[src/rtl/comp_bist_pkg.sv]
// Shared definitions for the 2-bit comparator BIST controller and its golden model.
package comp_bist_pkg;

    localparam int NUM_VEC = 32;
    localparam int IDX_W   = 5;
    localparam int ERR_W   = 6;
    localparam int CNT_W   = 4;

    localparam logic [IDX_W-1:0] LAST_IDX  = IDX_W'(NUM_VEC - 1);
    localparam logic [IDX_W-1:0] FF_NONE   = '1;
    localparam logic [ERR_W-1:0] ERR_MAX   = ERR_W'(NUM_VEC);

    typedef enum logic [2:0] {
        ST_IDLE  = 3'd0,
        ST_APPLY = 3'd1,
        ST_WAIT  = 3'd2,
        ST_CHECK = 3'd3,
        ST_DONE  = 3'd4
    } state_t;

    // Response bundle ordering used everywhere: {lt, eq, gt}.
    function automatic logic [2:0] pack_resp(input logic lt, input logic eq, input logic gt);
        return {lt, eq, gt};
    endfunction

endpackage

[src/rtl/comp2_golden.sv]
// Reference 2-bit unsigned comparator with enable; outputs all low when disabled.
module comp2_golden (
    input  logic [1:0] a,
    input  logic [1:0] b,
    input  logic       e,
    output logic       lt,
    output logic       eq,
    output logic       gt
);

    // Gated unsigned compare.
    always_comb begin
        lt = e & (a < b);
        eq = e & (a == b);
        gt = e & (a > b);
    end

endmodule

[src/rtl/comp_bist.sv]
// Exhaustive self-test sequencer for an external 2-bit comparator.
//
// state | meaning
// ------+-----------------------------------------------------------
// IDLE  | waiting for start after reset
// APPLY | drive vector idx onto a_out/b_out/e_out, load settle counter
// WAIT  | settle counter running down before the response is sampled
// CHECK | compare response against golden, log errors, advance idx
// DONE  | run complete; result held until next start or reset
module comp_bist
    import comp_bist_pkg::*;
#(
    parameter int SETTLE = 1
) (
    input  logic       clk,
    input  logic       rst_n,
    input  logic       start,
    output logic [1:0] a_out,
    output logic [1:0] b_out,
    output logic       e_out,
    input  logic       lt_in,
    input  logic       eq_in,
    input  logic       gt_in,
    output logic       busy,
    output logic       done,
    output logic       pass,
    output logic [5:0] err_cnt,
    output logic [4:0] first_fail,
    output logic       no_fail
);

    localparam logic [CNT_W-1:0] SETTLE_L = CNT_W'(SETTLE);

    state_t             state_q, state_d;
    logic [IDX_W-1:0]   idx_q, idx_d;
    logic [CNT_W-1:0]   cnt_q, cnt_d;
    logic [1:0]         a_q, a_d;
    logic [1:0]         b_q, b_d;
    logic               e_q, e_d;
    logic [ERR_W-1:0]   err_q, err_d;
    logic [IDX_W-1:0]   ff_q, ff_d;
    logic               nf_q, nf_d;

    logic               exp_lt, exp_eq, exp_gt;
    logic               mismatch;

    // Golden response for the vector currently on the comparator inputs.
    comp2_golden u_golden (
        .a  (a_q),
        .b  (b_q),
        .e  (e_q),
        .lt (exp_lt),
        .eq (exp_eq),
        .gt (exp_gt)
    );

    // Any deviation, including multi-hot or all-zero patterns, is an error.
    always_comb begin
        mismatch = pack_resp(lt_in, eq_in, gt_in) != pack_resp(exp_lt, exp_eq, exp_gt);
    end

    // Next-state, vector and result bookkeeping.
    always_comb begin
        state_d = state_q;
        idx_d   = idx_q;
        cnt_d   = cnt_q;
        a_d     = a_q;
        b_d     = b_q;
        e_d     = e_q;
        err_d   = err_q;
        ff_d    = ff_q;
        nf_d    = nf_q;

        unique case (state_q)
            ST_IDLE, ST_DONE: begin
                if (start) begin
                    err_d   = '0;
                    ff_d    = FF_NONE;
                    nf_d    = 1'b1;
                    idx_d   = '0;
                    state_d = ST_APPLY;
                end
            end
            ST_APPLY: begin
                e_d   = idx_q[4];
                a_d   = idx_q[3:2];
                b_d   = idx_q[1:0];
                cnt_d = SETTLE_L;
                if (SETTLE_L != '0) begin
                    state_d = ST_WAIT;
                end else begin
                    state_d = ST_CHECK;
                end
            end
            ST_WAIT: begin
                cnt_d = cnt_q - 1'b1;
                // <= 1 rather than == 1 so a corrupted counter cannot stall the run.
                if (cnt_q <= CNT_W'(1)) begin
                    state_d = ST_CHECK;
                end
            end
            ST_CHECK: begin
                if (mismatch) begin
                    if (err_q != ERR_MAX) begin
                        err_d = err_q + 1'b1;
                    end
                    if (nf_q) begin
                        ff_d = idx_q;
                        nf_d = 1'b0;
                    end
                end
                if (idx_q == LAST_IDX) begin
                    state_d = ST_DONE;
                end else begin
                    idx_d   = idx_q + 1'b1;
                    state_d = ST_APPLY;
                end
            end
            default: begin
                state_d = ST_IDLE;
            end
        endcase
    end

    // State and datapath registers; reset aborts any run in progress.
    always_ff @(posedge clk or negedge rst_n) begin
        if (!rst_n) begin
            state_q <= ST_IDLE;
            idx_q   <= '0;
            cnt_q   <= '0;
            a_q     <= '0;
            b_q     <= '0;
            e_q     <= 1'b0;
            err_q   <= '0;
            ff_q    <= FF_NONE;
            nf_q    <= 1'b1;
        end else begin
            state_q <= state_d;
            idx_q   <= idx_d;
            cnt_q   <= cnt_d;
            a_q     <= a_d;
            b_q     <= b_d;
            e_q     <= e_d;
            err_q   <= err_d;
            ff_q    <= ff_d;
            nf_q    <= nf_d;
        end
    end

    // Status outputs decoded straight from registered state.
    always_comb begin
        busy       = (state_q == ST_APPLY) || (state_q == ST_WAIT) || (state_q == ST_CHECK);
        done       = (state_q == ST_DONE);
        pass       = done && (err_q == '0);
        a_out      = a_q;
        b_out      = b_q;
        e_out      = e_q;
        err_cnt    = err_q;
        first_fail = ff_q;
        no_fail    = nf_q;
    end

endmodule

[config.mk]
export PLATFORM = sky130hd
export DESIGN_NAME = comp_bist
export DESIGN_NICKNAME = d
export VERILOG_FILES = /design/src/rtl/comp_bist_pkg.sv /design/src/rtl/comp2_golden.sv /design/src/rtl/comp_bist.sv
export SDC_FILE = /design/constraint.sdc
export NUM_CORES = 1
export LEC_CHECK = 0
export CORE_MARGIN = 3
export CORE_UTILIZATION = 40
export DETAILED_ROUTE_END_ITERATION = 10
export GPL_TIMING_DRIVEN = 0
export PLACE_DENSITY = 0.59
export SLEW_MARGIN = 20
export SYNTH_ARGS = -nofsm -noshare
export SYNTH_HDL_FRONTEND = slang
export SYNTH_HIERARCHICAL = 1
export SYNTH_SLANG_ARGS = --single-unit
[constraint.sdc]
create_clock -name clk -period 2.2 [get_ports clk]
set_input_delay 0.22 -clock clk [delete_from_list [all_inputs] [get_ports clk]]
set_output_delay 0.22 -clock clk [all_outputs]
set_load 0.05 [all_outputs]
* Word level (Yosys, flattened, before mapping)
Index checks and enable logic that the tools add are counted.
** Cells by class
- Add/subtract/negate cells :: 3
- Equal/unequal tests :: 14
- Div/mod/pow operators :: 0
- Multipliers :: 0
- Reductions and logical operators :: 13
- Shift operators :: 0
- Magnitude comparators :: 3
- Mux-type cells :: 19
- Bitwise gates (word level) :: 3
** Operators with widths (count)
- $mux 5 :: 5
- $pmux 5 s2 :: 2
- $mux 6 :: 3
- $ne 2x2->1 const B :: 6
- $pmux 3 s4 :: 1
- $pmux 6 s2 :: 1
- $mux 3 :: 3
- $pmux 4 s2 :: 1
- $reduce_and 4->1 :: 2
- $add 6x1->6 const B :: 1
- $eq 3x2->1 const B :: 2
- $logic_not 6->1 :: 1
- $ne 6x6->1 const B :: 1
- $reduce_and 3->1 :: 2
- $add 5x1->5 const B :: 1
- $eq 5x5->1 const B :: 1
- $le 4x1->1 const B :: 1
- $reduce_bool 2->1 :: 2
- $sub 4x1->4 const B :: 1
- $and 1x1->1 :: 3
- $eq 3x1->1 const B :: 1
- $eq 3x3->1 const B :: 1
- $logic_not 3->1 :: 1
- $ne 3x3->1 :: 1
- other kinds (9) :: 11
** Word-level totals
- Output and inout bits :: 20
- Bits in latches :: 0
- Memories kept :: 0
- Input bits :: 6
- RAM bits :: 0
- Logic and storage cells :: 64
- Bits in registers :: 29
- Memory bits (read-only) :: 0

* Depth between registers and ports, before layout
- Depth after elaboration :: 5
- Depth in mapped cells :: 8
- Mapped depth without buffers :: 8

* Cells and area by module
The synthesis kept the hierarchy.
** By module, submodules not included
- comp_bist :: cells each 145, instances 1, seq. area each 733.2 um^2, area an instance 1550.2 um^2
- comp2_golden :: cells each 9, instances 1, seq. area each 0.0 um^2, area an instance 80.1 um^2

* Worst setup path after synthesis
No wires, ideal clock.
- Path type :: reg-to-output
- Start point :: register err_q[1], in the netlist err_cnt[1]
- End point :: output pass
- Stages on the path, launching flop included :: 5
- Required time :: 1.980 ns
- Buffers on the path :: 0
- Path slack :: -0.384 ns
- Arrival :: 2.364 ns
- Path through :: dfrtp_1 inv_1 ha_1 nor4b_1 nor3b_1
** Between the ends
- Longest elaborated chain between the ends :: 2
** Ends and longest elaborated chain
- from (decl) :: RTL line comp_bist.sv:40 : logic [ERR_W-1:0] err_q, err_d;
- from (signal assigned) :: RTL line comp_bist.sv:144 : err_q <= err_d;
- $logic_not 6->1 :: RTL line comp_bist.sv:154 : pass = done && (err_q == '0);
- $logic_and 1x1->1 :: RTL line comp_bist.sv:154
- to (decl) :: RTL line comp_bist.sv:26 : output logic pass,
Every way passes these cells.

* Final worst setup path
- Start point :: register b_q[1], in the netlist b_out[1]
- End point :: register err_q[5], in the netlist err_cnt[5]
** Between the ends
- Longest elaborated chain between the ends :: 5
- Elaborated cells between the ends (all ways) :: 9
- Those cells by class :: order compare (2); eq/ne (3); bitwise (3); reduce/logical (1)
** Ends and longest elaborated chain
- from (decl) :: RTL line comp_bist.sv:38 : logic [1:0] b_q, b_d;
- from (signal assigned) :: RTL line comp_bist.sv:132 : b_q <= '0;
- from (signal assigned) :: RTL line comp_bist.sv:142 : b_q <= b_d;
- $gt 2x2->1 :: RTL line comp2_golden.sv:15 : gt = e & (a > b);
- $and 1x1->1 :: RTL line comp2_golden.sv:15
- net exp_gt :: RTL line comp_bist.sv:44 : logic exp_lt, exp_eq, exp_gt;
- $ne 3x3->1 :: RTL line comp_bist.sv:59 : mismatch = pack_resp(lt_in, eq_in, gt_in) != pack_resp(exp_lt, exp_eq, exp_gt);
- $ne 2x2->1 (no line)
- $reduce_and 4->1 (no line)
The timed path passes the listed nets, and every way through them passes these cells.
A chain may end at the register's enable or synchronous reset.

==> results.tsv <==
stage	metric	value	unit
status	run_status	completed	
floorplanning	initial_core_util	0.4292	
sta	max_slew.worst_pin.slew	0.6357	ns
logic_synthesis	postSynth.asyncResetShare	1.000	
global_route	gr-total-overflow	0	
global_route	antenna_found_initial	0	
logic_synthesis	seq_area_frac_synth	0.4497	
sta	grt_setup_unrepaired	no	
route	post-route-drc-count	0	
power	clock_power_share	0.166	
global_route	grt_max_degree	30	
place	placement.io_buffers	25	
logic_synthesis	netlist_instances	154	
clock_tree	cts-root-to-sink-buffers	2	
finish	diodes	0	
logic_synthesis	dominantRegCellSynth	sky130_fd_sc_hd__dfrtp_1	
power	power.sequential.fraction	0.293	
finish	layout-drive-gt1-share	0.2275	
floorplanning	fp.dieW	69.84	um
sta	setup_ws	0.1063	ns
finish	number_of_cells_in_the_finished_layout_apart_from_fillers	237	
place	gp_congestion	0.7813	
floorplanning	design.core.area	0.003799	mm2
sta	setup-violations-final	0	
clock_tree	worst_setup_hold_path_clk_slew	0.06	ns
sta	timing.final.max_slew_violations	0	
place	hpwl	2.412	mm
finish	total_area_of_multi_input_combinational_cells	848.3	um2
sta	max-slew-margin-rel	0.5762	
floorplanning	rows	22	
hold_path	hold_class	primary input to asynchronous set/reset pin	
clock_tree	root_buffer_cell	sky130_fd_sc_hd__clkbuf_8	
finish	area.growth.synth_to_final	30.01	%
global_route	groute.usage.overall	0.1462	
power	powerDensity	1589	mW/mm2
clock_tree	cts-htree-levels	2	
floorplanning	fp.dieArea	0.004878	mm2
route	drt_pass1_iterations	4	
logic_synthesis	synth.cell_area	0.001630	mm2
finish	seqCellArea	737.0	um2
run	cap_violations	0	
critical_path	worstPathRequired	2.41	ns
logic_synthesis	synth-edff-count	0	
logic_synthesis	yosys_warnings	6	
logic_synthesis	synthesis.area_per_instance	10.59	um2
route	vias	1237	
power	vdd_ir_drop_max	0.0008976	V
sta	final_min_period_over_clock_period	0.9517	
critical_path	crit_path_max_fanout	4	
logic_synthesis	netlist.top_cell.by_area	sky130_fd_sc_hd__dfrtp_1	
logic_synthesis	synthDominantCellAreaShare	0.3530	
finish	num-fill-cells	340	
power	static-leakage-power	0.9470	nW
place	dp_worst_slack	-0.1668	ns
route	wirelength	3.317	mm
global_route	via_count_of_the_first_global_routing_pass	1254	
critical_path	timing_worst_setup_path_type	register to register	
power	pwr-share-comb	0.540	
power	sw_frac_of_total	0.4397	
route	post_drt_wl_per_cell	14.00	um
clock_tree	clk-insertion-delay-late	0.28	ns
floorplanning	floorplan.die.height	69.84	um
route	drt.antenna.violating_nets	0	
clock_tree	cts.sink_count	29	
power	power.internal	1.887	mW
power	net-switching-power	1.481	mW
clock_tree	tritoncts.num_buffers	5	
floorplanning	ios	26	
sta	timing.fmax	0.4776	GHz
global_route	wire_length_of_the_first_global_routing_pass	5.740	mm
finish	final_net_count	202	
logic_synthesis	ys_seq_elements	29	
finish	layout.core_utilization	0.5580	
route	dr.first_iter.drc_count	32	
sta	hold_viol_final	0	
sta	timing.clock.skew	0.003861	ns
critical_path	critical_path_arrival	2.30	ns
route	vias_per_cell	5.219	
critical_path	worst_setup_path_end_kind	register	
logic_synthesis	synth.distinct_cells	46	
logic_synthesis	mappedNetlistNets	168	
clock_tree	cts_tree	yes	
logic_synthesis	main_area_contributors_after_synthesis	sky130_fd_sc_hd__dfrtp_1 35%, sky130_fd_sc_hd__dfstp_2 9.7%, sky130_fd_sc_hd__ha_1 6.1%, sky130_fd_sc_hd__mux2_2 4.8%, sky130_fd_sc_hd__mux2i_1 4.3%	
sta	period_needed	2.094	ns
place	place_inst	227	
critical_path	critPathLaunchType	register	
sta	final_worst_hold_slack	0.4982	ns
critical path: stages, from the launching register on:
cell	delay [ns]
sky130_fd_sc_hd__dfrtp_2	0.41
sky130_fd_sc_hd__inv_1	0.10
sky130_fd_sc_hd__ha_4	0.21
sky130_fd_sc_hd__nor2b_4	0.13
sky130_fd_sc_hd__o211a_1	0.23
sky130_fd_sc_hd__xnor2_2	0.17
sky130_fd_sc_hd__and3_4	0.18
sky130_fd_sc_hd__or4_1	0.50
sky130_fd_sc_hd__nand3_1	0.11
flip-flops by register name, indices dropped and copies added (netlist names):
name	flops
cnt_q	4
b_out	2
state_q	3
a_out	2
idx_q	5
first_fail	5
no_fail	1
err_cnt	6
e_out	1
through the flow:
stage | setup TNS (ns) | total power, mW | area [um2]
after detailed placement | -0.1668 | 2.772 | 1944
after floorplan | 0 | 2.276 | 1639
after global routing | 0 | 3.616 | 2120
after CTS | 0 | 3.357 | 2077
final | 0 | 3.368 | 2120
after global placement | -0.1453 | 2.734 | 1949
Yosys cell counts, types with 2 or more instances:
master,count
sky130_fd_sc_hd__nand2_1,8
sky130_fd_sc_hd__dfstp_2,6
sky130_fd_sc_hd__nand2b_1,2
sky130_fd_sc_hd__and3_1,3
sky130_fd_sc_hd__inv_1,15
sky130_fd_sc_hd__o22ai_1,2
sky130_fd_sc_hd__nand3_1,5
sky130_fd_sc_hd__nor3_1,4
sky130_fd_sc_hd__xnor2_1,6
sky130_fd_sc_hd__a22o_1,2
sky130_fd_sc_hd__buf_4,2
sky130_fd_sc_hd__nor2_1,12
sky130_fd_sc_hd__dfrtp_1,23
sky130_fd_sc_hd__o21ai_0,7
sky130_fd_sc_hd__mux2_2,7
sky130_fd_sc_hd__ha_1,8
sky130_fd_sc_hd__nor3b_1,2
sky130_fd_sc_hd__a21oi_1,6
sky130_fd_sc_hd__mux2i_1,7
path summary, 6_finish.rpt:
check	startpoint	to	slack, ns	cells after the start
worst max-delay path	b_out[1]	err_cnt[5]	0.11	8
worst min-delay path	rst_n	err_cnt[0]	0.50	2
worst max register to register	b_out[1]	err_cnt[5]	0.11	8
worst min register to register	first_fail[0]	first_fail[0]	0.53	2
max in group asynchronous	rst_n	a_out[0]	1.25	2
min in group clk	first_fail[0]	first_fail[0]	0.53	2
metal layers:
metal,vias up,share of wire,track usage
li1,607,-,-
met2,28,0.49,0.2413
met3,5,0.036,0.03478
met4,0,0.010,0.05106
met1,597,0.46,0.1861
met5,-,0,0
layout by cell type, fill, tap and decap left out, types with 4 or more instances in the layout:
cell type and count:
sky130_fd_sc_hd__a21oi_1 6, sky130_fd_sc_hd__clkbuf_8 6, sky130_fd_sc_hd__clkdlybuf4s50_1 21, sky130_fd_sc_hd__dfrtp_1 20, sky130_fd_sc_hd__dfstp_2 6, sky130_fd_sc_hd__ha_1 7
sky130_fd_sc_hd__inv_1 15, sky130_fd_sc_hd__mux2_2 7, sky130_fd_sc_hd__mux2i_1 7, sky130_fd_sc_hd__nand2_1 8, sky130_fd_sc_hd__nand3_1 5, sky130_fd_sc_hd__nor2_1 12
sky130_fd_sc_hd__nor3_1 4, sky130_fd_sc_hd__o21ai_0 7, sky130_fd_sc_hd__xnor2_1 5
repair_timing:
item                                   CTS  global route
gates resized for setup                  5             3
hold buffers                             1             0
buffers inserted                         0             1
endpoints found under the hold margin   23             0
pin swaps                                0             1
cloned                                   0             0
setup endpoints to repair                2             9
area by class of cell:
| class | count | area share |
|---|---|---|
| inverter | 15 | 0.02656 |
| clock buffer | 7 | 0.04073 |
| clock inverter | 1 | 0.01417 |
| multi-input combinational | 106 | 0.4002 |
| buffer | 4 | 0.01122 |
| timing repair buffer | 27 | 0.1311 |
| sequential | 29 | 0.3477 |
| tap | 48 | 0.02834 |
cell families after synthesis:
logic type                 after synthesis  share of synthesized area
AOI/OAI and AO/OA                       25                     0.1105
xor gates and xnor gates                 7                    0.03761
adders and majority gates                8                    0.06140
buffers and inverters                   19                    0.04911
DFF                                     29                     0.4497
muxes                                   14                    0.09133
and+or+nand+nor                         52                     0.2003
power by group through the flow:
stage	Clock (mW)	Sequential (mW)	Combinational, mW
global placement	0	0.981	1.75
global route	0.600	1.03	1.98
floorplan	0	1.40	0.878
CTS	0.576	0.987	1.79
detailed placement	0	0.991	1.78
finish	0.560	0.988	1.82
No activity file was read; power rests on OpenSTA's default activity.
